**src/rtl/axi4lite_read_arbiter.sv**
```systemverilog
// Two-master AXI4-Lite read arbiter with a registered AR path and an R passthrough.
// Define ARB_IFETCH_PRIO_EN for fixed priority to master 0; round-robin otherwise.
module axi4lite_read_arbiter #(
  parameter int unsigned ADDR_WIDTH = 24,
  parameter int unsigned DATA_WIDTH = 32
) (
  input  logic                  clk,
  input  logic                  rst,
  input  logic [ADDR_WIDTH-1:0] m0_araddr,
  input  logic                  m0_arvalid,
  output logic                  m0_arready,
  output logic [DATA_WIDTH-1:0] m0_rdata,
  output logic [1:0]            m0_rresp,
  output logic                  m0_rvalid,
  input  logic                  m0_rready,
  input  logic [ADDR_WIDTH-1:0] m1_araddr,
  input  logic                  m1_arvalid,
  output logic                  m1_arready,
  output logic [DATA_WIDTH-1:0] m1_rdata,
  output logic [1:0]            m1_rresp,
  output logic                  m1_rvalid,
  input  logic                  m1_rready,
  output logic [ADDR_WIDTH-1:0] s_araddr,
  output logic [2:0]            s_arprot,
  output logic                  s_arvalid,
  input  logic                  s_arready,
  input  logic [DATA_WIDTH-1:0] s_rdata,
  input  logic [1:0]            s_rresp,
  input  logic                  s_rvalid,
  output logic                  s_rready,
  output logic                  busy,
  output logic                  grant
);

  typedef enum logic [1:0] {StIdle, StAddr, StData} state_e;

  state_e                  state_q, state_d;
  logic                    s_arvalid_q, s_arvalid_d;
  logic [ADDR_WIDTH-1:0]   s_araddr_q, s_araddr_d;
  logic [2:0]              s_arprot_q, s_arprot_d;
  logic                    grant_q, grant_d;
  logic                    rr_ptr_q, rr_ptr_d;
  logic                    any_req;
  logic                    winner;

  always_comb begin
    any_req = m0_arvalid | m1_arvalid;
`ifdef ARB_IFETCH_PRIO_EN
    // Master 0 wins whenever it requests.
    winner  = ~m0_arvalid;
`else
    if (m0_arvalid && m1_arvalid) begin
      winner = rr_ptr_q;
    end else begin
      winner = m1_arvalid;
    end
`endif
  end

  always_ff @(posedge clk) begin
    if (rst) begin
      state_q <= StIdle;
    end else begin
      state_q <= state_d;
    end
  end

  always_comb begin
    state_d = state_q;
    unique case (state_q)
      StIdle:  if (any_req)                state_d = StAddr;
      StAddr:  if (s_arready)              state_d = StData;
      StData:  if (s_rvalid && s_rready)   state_d = StIdle;
      default:                             state_d = StIdle;
    endcase
  end

  always_comb begin
    s_arvalid_d = s_arvalid_q;
    s_araddr_d  = s_araddr_q;
    s_arprot_d  = s_arprot_q;
    grant_d     = grant_q;
    rr_ptr_d    = rr_ptr_q;
    if (state_q == StIdle && any_req) begin
      s_araddr_d  = winner ? m1_araddr : m0_araddr;
      s_arprot_d  = {~winner, 2'b00};
      grant_d     = winner;
      s_arvalid_d = 1'b1;
    end
    if (state_q == StAddr && s_arready) begin
      s_arvalid_d = 1'b0;
    end
    if (state_q == StData && s_rvalid && s_rready) begin
      rr_ptr_d = ~grant_q;
    end
  end

  always_ff @(posedge clk) begin
    if (rst) begin
      s_arvalid_q <= 1'b0;
      s_araddr_q  <= '0;
      s_arprot_q  <= 3'b000;
      grant_q     <= 1'b0;
      rr_ptr_q    <= 1'b0;
    end else begin
      s_arvalid_q <= s_arvalid_d;
      s_araddr_q  <= s_araddr_d;
      s_arprot_q  <= s_arprot_d;
      grant_q     <= grant_d;
      rr_ptr_q    <= rr_ptr_d;
    end
  end

  always_comb begin
    m0_arready = (state_q == StIdle) && any_req && !winner;
    m1_arready = (state_q == StIdle) && any_req && winner;
    m0_rvalid  = (state_q == StData) && !grant_q && s_rvalid;
    m1_rvalid  = (state_q == StData) && grant_q && s_rvalid;
    s_rready   = (state_q == StData) && (grant_q ? m1_rready : m0_rready);
    m0_rdata   = s_rdata;
    m0_rresp   = s_rresp;
    m1_rdata   = s_rdata;
    m1_rresp   = s_rresp;
    s_arvalid  = s_arvalid_q;
    s_araddr   = s_araddr_q;
    s_arprot   = s_arprot_q;
    grant      = grant_q;
    busy       = (state_q != StIdle);
  end

endmodule
```
**config.mk**
```make
export PLATFORM = sky130hd
export DESIGN_NAME = axi4lite_read_arbiter
export DESIGN_NICKNAME = d
export VERILOG_FILES = /design/src/rtl/axi4lite_read_arbiter.sv
export SDC_FILE = /design/constraint.sdc
export NUM_CORES = 1
export LEC_CHECK = 0
export ABC_AREA = 0
export CELL_PAD_IN_SITES_DETAIL_PLACEMENT = 0
export CELL_PAD_IN_SITES_GLOBAL_PLACEMENT = 2
export CORE_UTILIZATION = 15
export CTS_BUF_LIST = sky130_fd_sc_hd__clkbuf_4 sky130_fd_sc_hd__clkbuf_8
export DETAILED_ROUTE_END_ITERATION = 10
export PLACE_DENSITY_LB_ADDON = 0.15
export SYNTH_ARGS = -nofsm -noshare
export SYNTH_HDL_FRONTEND = slang
export SYNTH_SLANG_ARGS = --single-unit
```
**constraint.sdc**
```tcl
create_clock -name clk -period 2.7 [get_ports clk]
set_input_delay 0.54 -clock clk [delete_from_list [all_inputs] [get_ports clk]]
set_output_delay 0.54 -clock clk [all_outputs]
set_load 0.03 [all_outputs]
```
Yosys cells after proc, flatten, opt, wreduce, memory -nomap -nowiden
Index checks and enable logic that the tools add are counted.
Storage, ports and cells
  bits in registers: 30
  bits of input ports: 90
  output and inout bits: 103
Cells by class
  equality and inequality tests: 5
  multiplexer cells: 7
  bitwise logic cells: 3
  reductions and logical operators: 19
Operators with widths (number)
  $mux W24: 1
  $logic_and A1 B1 Y1: 13
  $mux W2: 3
  $ne A2 B2 Y1 const B: 3
  $pmux W2 S3: 1
  $reduce_and A3 Y1: 1
  $eq A2 B1 Y1 const B: 1
  $eq A2 B2 Y1 const B: 1
  $logic_not A1 Y1: 2
  $logic_not A2 Y1: 1
  $mux W1: 2
  $not A1 Y1: 2
  $reduce_bool A2 Y1: 1
  $reduce_or A2 Y1: 1
  $or A1 B1 Y1: 1

Logic depth before layout (Yosys ltp)
  word-level depth: 5
  depth in mapped cells: 6
  depth with buffers taken out: 4

Worst setup path before layout
OpenSTA, ideal clock, no wires.
  path type: reg-to-output
  start point: register state_q[1]
  end point: output port m0_rvalid
  arrival time: 1523 ps
  data required time: 2160 ps
  slack: 637 ps
  stages on the path, launching flop included: 3
  buffers on the path: 0
  cells stage by stage: dfxtp_1 > inv_1 > nor4_1
On the way
  word-level cells in the longest chain between the ends: 3
Ends and longest elaborated chain
  from (decl): line 37  | state_e state_q, state_d;
  from (signal assigned): line 62  | state_q <= StIdle;
  from (signal assigned): line 64  | state_q <= state_d;
  $eq A2 B2 Y1: line 117  | m0_rvalid = (state_q == StData) && !grant_q && s_rvalid;
  $logic_and A1 B1 Y1 (2 in series): line 117
  to (decl): line 14  | output logic m0_rvalid,
Every way passes these cells.

Worst setup path in the final report
  start point: input port m0_arvalid
  end point: output port m1_arready
On the way
  word-level cells in the longest chain between the ends: 3
Ends and longest elaborated chain
  from (decl): line 10  | input logic m0_arvalid,
  $or A1 B1 Y1 or $logic_and A1 B1 Y1 (tied branches): line 47, 52
  $logic_and A1 B1 Y1 or $mux W1 (tied branches): line 116, 52
  $logic_and A1 B1 Y1 (*): line 116  | m1_arready = (state_q == StIdle) && any_req && winner;
  to (decl): line 18  | output logic m1_arready,
Mark *: on every way between the ends. The rest lies on a longest branch, timed or not.

==> flow_summary.ini <==
[outcome]
outcome = finished clean

[sta]
skew_ps = 3.60
period_needed_ps = 2550
rsz0062_at_grt = false
hold_violations = 0
fmax_mhz = 392
fin_crit_sh = 0.945
setup-violations-final = 0
fin_setup_tns_ps = 0
setup_ws_ps = 149
slew_viol_final = 0

[cells_and_area]
syn2layout_area_growth_pct = 31.5
drive_above_1_share = 0.0868
fin_nets = 355
antenna_cells = 0

[logic_synthesis]
ys_warn_count = 0
yosys.cell_types.count = 29
seq_area_frac_synth = 0.302
synth-seq-cells = 30
synthCells = 249
synth_edf_count = 0
synth_flop_cell = dfxtp_1
postSynth.asyncResetShare = 0
syn_area_per_cell_um2 = 7.97
synth_area_um2 = 1990

[setup_path]
crit_chain = clkdlybuf4s50_1, nand2b_1, nand3_1, inv_1, clkdlybuf4s50_1
crit_fanout = 2
r2r-start = state_q[0]$_SDFFE_PP0P_
path_common_cell = clkdlybuf4s50_1
crit_family = buffers and inverters
cp-end-kind = primary output
critPathLaunchType = primary input
setup.worst_path.class = primary input to primary output
slowest_stage = clkdlybuf4s50_1
critPathRequiredTime_ps = 2160
critical_path_arrival_ps = 2010
max_stage_delay_ps = 660
crit_path_start = m0_arvalid
crit_buf_inv = 3

[global_route]
grt_pass1_wl_mm = 10.5
grt_use_total = 0.104
grt_max_degree = 30
grt_pass1_vias = 1947
grt_antenna_before_repair = 0
grt_overflow_total = 0

[cts]
clock_latency_ps = 280
cts-root-buf = clkbuf_8
max-clock-path-buffers = 2
htree_levels = 2
tritoncts_num_sinks = 30
numCtsBuffers = 5
cts_hold_buf = 0
cts.clk_slew.worst_paths_ps = 60
cts_tree = yes

[route]
drtAntennaViolNets = 0
remaining_drc_errors = 0
drtPass1Iterations = 4
routed_wl_mm = 7.03
vias = 1809
dr.first_iter.drc_count = 98
via_per_inst = 4.14
route.detailed.wl_per_inst_um = 16.1

[flow_run]
maxCapViolations = 0

[placement]
hpwl_mm = 4.67
io_buffers = 88
gp_congestion = 0.695
dp_slack_ps = 101

[hold_path]
worstHoldPathType = register to register
worstHoldStart = s_arprot[2]$_SDFFE_PP0P_

[power_and_ir_drop]
peakVddDrop_mv = 0.146
p_per_area_nw_per_um2 = 511
leakagePower_uw = 0.000888

[floorplan]
die_y_um = 117
fp.coreArea_um2 = 12800
start_util = 0.155
rows = 41
dieArea_um2 = 13700
die_w_um = 117
io_pins = 193
==> cell type report <==
type | count | area (µm²)
Tap cell | 172 | 215
Timing Repair Buffer | 99 | 963
Fill cell | 1412 | 10200
Inverter | 6 | 22.5
Sequential cell | 30 | 601
Clock buffer | 7 | 83.8
Multi-Input combinational cell | 123 | 726
==> worst reg2reg max path: stages, from the launching register on <==
cell	delay, ps
dfxtp_1	550
nor2_4	80
buf_4	220
inv_2	70
buf_4	300
nor2_1	120
o211a_1	220
==> path summary, 6_finish.rpt <==
kind	end	slack, ps	depth (start not counted)
max	m1_arready	150	5
min	s_arprot[2]$_SDFFE_PP0P_	480	2
min reg2reg	s_arprot[2]$_SDFFE_PP0P_	480	2
max reg2reg	s_arvalid$_SDFFE_PP0P_	1050	6
==> cells in the mapped netlist (3+ instances only) <==
cell type,count,area [µm²]
nand4_1,24,150
clkbuf_1,7,26.3
buf_6,3,33.8
a21oi_1,4,20.0
o21ai_1,3,15.0
a31oi_1,24,150
inv_1,5,18.8
dfxtp_1,30,601
o21ai_0,24,120
buf_2,11,55.1
buf_4,70,526
nand3_1,26,130
==> report_power, final <==
part / switching, µW / internal, µW / leakage (µW)
Combinational: 254 / 198 / 0.000596
Sequential: 28.2 / 482 / 0.000247
Clock: 176 / 198 / 0.0000452
Total: 457 / 878 / 0.000888
==> sequential cells by signal (all words and copies together), names as in the netlist <==
signal	flops
s_arprot	1
s_arvalid	1
state_q	2
rr_ptr_q	1
s_araddr	24
grant	1
==> through the flow <==
step / cells / area [µm²] / utilization / hold slack [ps] / total power (µW)
floorplan: 250 / 1990 / - / 484 / 938
global placement: 430 / 2520 / 0.198 / 473 / 980
detailed placement: 430 / 2520 / 0.198 / 482 / 976
CTS: 437 / 2610 / 0.204 / 490 / 1370
global route: 437 / 2610 / 0.204 / 534 / 1410
finish: 437 / 2610 / 0.204 / 482 / 1340
==> cell usage in the layout, fill, tap and decap left out, types with 2 or more instances in the layout <==
master            n
clkdlybuf4s50_1  86
inv_1             5
clkbuf_4          2
dfxtp_1          30
o21ai_1           3
buf_4            12
nand3_1          26
conb_1            2
o21ai_0          24
clkbuf_8          5
nand4_1          24
a21oi_1           4
a31oi_1          24
nor2_4            2
==> what timing repair did <==
action,4_1_cts,5_1_grt
gates resized for setup,0,1
buffers inserted,0,0
setup endpoints to repair,0,1
==> layer usage <==
layer | part of all wire | vias up | routed length, µm | track usage
met1 | 0.43 | 852 | 3010 | 0.127
li1 | - | 855 | - | -
met5 | 0 | - | 0 | 0
met4 | 0.015 | 0 | 106 | 0.0363
met3 | 0.085 | 16 | 600 | 0.0324
met2 | 0.47 | 86 | 3320 | 0.172
==> logic make-up (layout without fill, tap and decap cells) <==
| kind of cell | after synthesis | after routing | synth area share |
|---|---|---|---|
| AOI/OAI and AO/OA | 59 | 59 | 0.177 |
| buffers and inverters | 97 | 112 | 0.334 |
| DFF | 30 | 30 | 0.302 |
| muxes | 1 | 1 | 0.00504 |
| other | 1 | 2 | 0.00189 |
| and+or+nand+nor | 61 | 61 | 0.180 |
Note: power is estimated with default switching activity, not from simulation.
